==> src/rtl/vc_read_scheduler.sv <==
// Weighted round-robin read sequencer for the four per-VC QoS FIFOs.
// Optional QOS_SCHED_STRICT_VC3_EN: VC3 gets strict priority and can preempt VC0-2.
module vc_read_scheduler #(
    parameter int WEIGHT_W       = 3,
    parameter int DEFAULT_WEIGHT = 1
) (
    input  logic                clk,
    input  logic                reset,
    input  logic                enb,
    input  logic                edit_weight,
    input  logic [1:0]          vc_assign,
    input  logic [WEIGHT_W-1:0] weight_assign,
    input  logic [3:0]          vc_empty,
    input  logic                out_ready,
    output logic [3:0]          lectura,
    output logic [1:0]          vc_sel,
    output logic                out_valid,
    output logic [1:0]          out_vc,
    output logic                busy,
    output logic [WEIGHT_W-1:0] credit
);

    typedef enum logic {ARB, SERVE} state_t;

    state_t              state_q, state_d;
    logic [1:0]          ptr_q, ptr_d;
    logic [1:0]          vc_sel_q, vc_sel_d;
    logic [WEIGHT_W-1:0] credit_q, credit_d;
    logic [WEIGHT_W-1:0] weight_q [4];
    logic                out_valid_q;
    logic [1:0]          out_vc_q;

    logic [3:0] elig;
    logic       found;
    logic [1:0] pick;
    logic [1:0] cand;
    logic       fire;
    logic       preempt;
    logic       keep_ptr;

    always_comb begin
        for (int i = 0; i < 4; i++) begin
            elig[i] = ~vc_empty[i] & (weight_q[i] != '0);
        end
    end

    // Walk downwards so the candidate closest to ptr wins.
    always_comb begin
        found = 1'b0;
        pick  = ptr_q;
        cand  = ptr_q;
        for (int k = 3; k >= 0; k--) begin
            cand = ptr_q + 2'(k);
            if (elig[cand]) begin
                found = 1'b1;
                pick  = cand;
            end
        end
`ifdef QOS_SCHED_STRICT_VC3_EN
        if (elig[3]) begin
            found = 1'b1;
            pick  = 2'd3;
        end
`endif
    end

`ifdef QOS_SCHED_STRICT_VC3_EN
    assign preempt  = (vc_sel_q != 2'd3) & elig[3];
    assign keep_ptr = (vc_sel_q == 2'd3);
`else
    assign preempt  = 1'b0;
    assign keep_ptr = 1'b0;
`endif

    assign fire = (state_q == SERVE) & enb & out_ready
                & ~vc_empty[vc_sel_q] & (credit_q != '0);

    assign lectura = fire ? (4'b0001 << vc_sel_q) : 4'b0000;

    always_comb begin
        state_d  = state_q;
        ptr_d    = ptr_q;
        vc_sel_d = vc_sel_q;
        credit_d = credit_q;
        if (enb) begin
            unique case (state_q)
                ARB: begin
                    if (found) begin
                        vc_sel_d = pick;
                        credit_d = weight_q[pick];
                        state_d  = SERVE;
                    end
                end
                SERVE: begin
                    if (fire) begin
                        credit_d = credit_q - WEIGHT_W'(1);
                        if ((credit_q == WEIGHT_W'(1)) || preempt) begin
                            state_d = ARB;
                            if (!keep_ptr) ptr_d = vc_sel_q + 2'd1;
                        end
                    end else if (vc_empty[vc_sel_q] || (credit_q == '0) || preempt) begin
                        credit_d = '0;
                        state_d  = ARB;
                        if (!keep_ptr) ptr_d = vc_sel_q + 2'd1;
                    end
                end
                default: state_d = ARB;
            endcase
        end
    end

    always_ff @(posedge clk or negedge reset) begin
        if (!reset) begin
            state_q     <= ARB;
            ptr_q       <= 2'd0;
            vc_sel_q    <= 2'd0;
            credit_q    <= '0;
            out_valid_q <= 1'b0;
            out_vc_q    <= 2'd0;
            for (int i = 0; i < 4; i++) begin
                weight_q[i] <= WEIGHT_W'(DEFAULT_WEIGHT);
            end
        end else begin
            state_q     <= state_d;
            ptr_q       <= ptr_d;
            vc_sel_q    <= vc_sel_d;
            credit_q    <= credit_d;
            out_valid_q <= fire;
            out_vc_q    <= vc_sel_q;
            if (edit_weight) weight_q[vc_assign] <= weight_assign;
        end
    end

    assign vc_sel    = vc_sel_q;
    assign out_valid = out_valid_q;
    assign out_vc    = out_vc_q;
    assign busy      = (state_q == SERVE);
    assign credit    = credit_q;

endmodule

==> config.mk <==
export PLATFORM = sky130hd
export DESIGN_NAME = vc_read_scheduler
export DESIGN_NICKNAME = d
export VERILOG_FILES = /design/src/rtl/vc_read_scheduler.sv
export SDC_FILE = /design/constraint.sdc
export NUM_CORES = 1
export LEC_CHECK = 0
export CAP_MARGIN = 0
export CORE_MARGIN = 2
export CORE_UTILIZATION = 45
export CTS_CLUSTER_DIAMETER = 80
export DETAILED_ROUTE_END_ITERATION = 7
export HOLD_SLACK_MARGIN = 0.1
export PLACE_DENSITY = 0.74
export SKIP_CTS_REPAIR_TIMING = 1
export SLEW_MARGIN = 25
export SYNTH_ARGS = -nofsm -noshare
export SYNTH_HDL_FRONTEND = slang
export SYNTH_SLANG_ARGS = --single-unit
==> constraint.sdc <==
create_clock -name clk -period 1.9 [get_ports clk]
set_input_delay 0.19 -clock clk [delete_from_list [all_inputs] [get_ports clk]]
set_output_delay 0.19 -clock clk [all_outputs]
set_load 0.02 [all_outputs]
==> run_results.csv <==
group,metric,value,unit
die,fp.dieW,59.9,um
pwr,leakage,0.886,nW
die,die_y,59.9,um
run_status,violations,"negative setup slack",
logic_synthesis,yosys-top-cells-count,"dfrtp_1 (19), mux2_2 (13), inv_1 (12)",
final_layout,drive_gt1_share,43.2,%
setup_path,crit_fanout,5,
logic_synthesis,synth_area_leaders,"dfrtp_1 (34%), mux2_2 (10%), dfstp_2 (7.5%)",
setup_path,path_class,"reg2out",
grt,grt_pass1_vias,1163,
route,drt-pass1-iter-count,4,
die,rows,20,
clock_network,numCtsBuffers,3,
logic_synthesis,synth_most_common_cell,"dfrtp_1",
setup_path,critPathRequiredTime,1.71,ns
pwr,power_density,1160,mW/mm^2
grt,grt_max_degree,24,
logic_synthesis,syn-cell-area,0.00140,mm^2
grt,antenna_found_initial,0,
timing,worst_pin_slew,0.487,ns
timing,rsz0062_at_grt,"yes",
grt,track_usage,18.6,%
grt,grt_pass1_wl,4970,um
timing,hold_viol,0,
timing,setup_viol,4,
route,routed_wl,3190,um
setup_path,crit_buf_inv,1,
setup_path,end_kind,"primary output",
logic_synthesis,yosys.area.top_type_share,33.9,%
die,num_io_pins,27,
clock_network,clockRootBuffer,"clkbuf_4",
setup_path,worst_ep_arrival_time,1.75,ns
clock_network,tritoncts,"built",
route,vias_per_cell,5.51,
logic_synthesis,ys.flop_type,"dfrtp_1",
final_layout,finalNonFillerCells,218,
setup_path,critPathTopFamily,"multiplexers",
clock_network,cts_max_path_buffers,2,
grt,gr-total-overflow,0,
timing,fin_skew,0.00173,ns
setup_path,cp_cell_sequence,"mux4_2 > a21oi_4 > and3_4 > buf_6",
timing,finalSetupTns,-0.119,ns
final_layout,final_nets,207,
setup_path,max_stage_delay,0.53,ns
logic_synthesis,syn_area_per_cell,10.9,um^2
timing,fin_ws,-0.0365,ns
route,final_antenna_net_count,0,
die,start_util,46.7,%
final_layout,antennaDiodeCount,0,
clock_network,h-tree-depth,1,
clock_network,insertion_delay,0.32,ns
setup_path,cp_slowest_cell,"mux4_2",
logic_synthesis,yosysUniqueCellTypes,39,
placement,gp_congestion,0.850,
final_layout,fin_util,67.0,%
logic_synthesis,synth_nets,150,
die,core_area,0.00300,mm^2
placement,port_buffers,26,
logic_synthesis,synth-edff-count,0,
placement,dp_cells,210,
hold_path,min_path_type,"in2async",
run_status,status,"finished with violations",
logic_synthesis,synth-seq-cells,23,
route,vias,1201,
logic_synthesis,ys_warn_count,0,
logic_synthesis,yosysTopAreaCell,"dfrtp_1",
timing,finalCriticalPeriod,1.94,ns
final_layout,synthToLayoutAreaGrowth,43.4,%
clock_network,clk_pin_slew,0.13,ns
logic_synthesis,synthArstFlopShare,100,%
flow_run,drv_cap,0,
clock_network,clkSinkCount,23,
die,dieArea,0.00358,mm^2
route,routedWlPerCell,14.6,um
timing,fmax,516,MHz
pwr,ir_drop,0.529,mV
route,drcViolationCount,0,
timing,slew_headroom,67.5,%
timing,report.final.slew_viol_count,0,
placement,dp_hpwl,2520,um
setup_path,start_kind,"flop",
route,drtIter0Drc,38,
logic_synthesis,syn_inst,129,
timing,post-route-period-util,102,%
logic_synthesis,synth-seq-area-share,41.4,%
## layout by cell type (no fill, tap or decap), types with 3 or more instances in the layout
cell,synthesis,final
inv_1,12,12
nand2_1,5,5
o21ai_0,5,4
ha_1,7,7
mux2_2,13,13
clkdlybuf4s50_1,0,22
dfstp_2,4,4
buf_4,0,27
nor4_2,0,4
clkbuf_4,0,3
or2_2,4,4
and3_1,5,3
buf_6,1,4
mux2i_1,7,5
dfrtp_1,19,18
o211ai_1,3,3
o22ai_2,2,3
## final timing paths
path	from	to	slack, ns	depth (start not counted)
setup / recovery	vc_sel[1]	lectura[0]	-0.04	4
hold / removal	reset	out_valid	0.21	2
setup reg to reg	weight_q[0]	credit[2]	0.02	8
hold reg to reg	vc_sel[0]	out_vc[0]	0.56	1
max in group asynchronous	reset	weight_q[9]	1.41	2
min in group clk	vc_sel[0]	out_vc[0]	0.56	1
## state kept, by name, summed over array words and instances, names as in the netlist
register and count:
credit 3, out_valid 1, busy 1, weight_q 12
vc_sel 2, out_vc 2, ptr_q 2
## through the flow
| stage | hold slack (ns) | cell area, um^2 | power, W | worst slack (ns) |
|---|---|---|---|---|
| finish | 0.206 | 2010 | 0.00233 | -0.0365 |
| global route | 0.233 | 2010 | 0.00249 | -0.0951 |
| CTS | 0.215 | 1900 | 0.00220 | -0.539 |
| detailed placement | 0.527 | 1870 | 0.00197 | -0.398 |
| global placement | 0.522 | 1870 | 0.00193 | -0.323 |
| floorplan | -0.106 | 1410 | 0.00146 | 0.0843 |
## logic make-up after synthesis
| group | share of synthesized area (%) |
|---|---|
| adder cells (fa/ha/maj) | 6.24 |
| multiplexers | 17.0 |
| buffers and inverters | 4.37 |
| XOR/XNOR | 0.624 |
| flip-flops | 41.4 |
| AO/OA/AOI/OAI | 13.5 |
| AND/OR/NAND/NOR | 16.8 |
## power by group
group | switching (W) | internal (W)
combinational | 0.000643 | 0.000682
sequential | 0.000120 | 0.000648
clock | 0.000158 | 0.0000791
## metal layers
metal / track usage (%) / share of wire [%]
met3: 2.16 / 3.5
met2: 35.1 / 54
met1: 20.5 / 41
met5: 0 / 0
met4: 8.57 / 1.9
## layout make-up
type / instances / area [um^2]
fillers: 247 / 990
flip-flops and latches: 23 / 582
inverters: 12 / 45.0
multi-input cells: 92 / 845
clock inverters: 1 / 5.00
repair buffers: 54 / 473
well taps: 33 / 41.3
clock buffers: 3 / 22.5
Power figures use the tool's default switching activity.
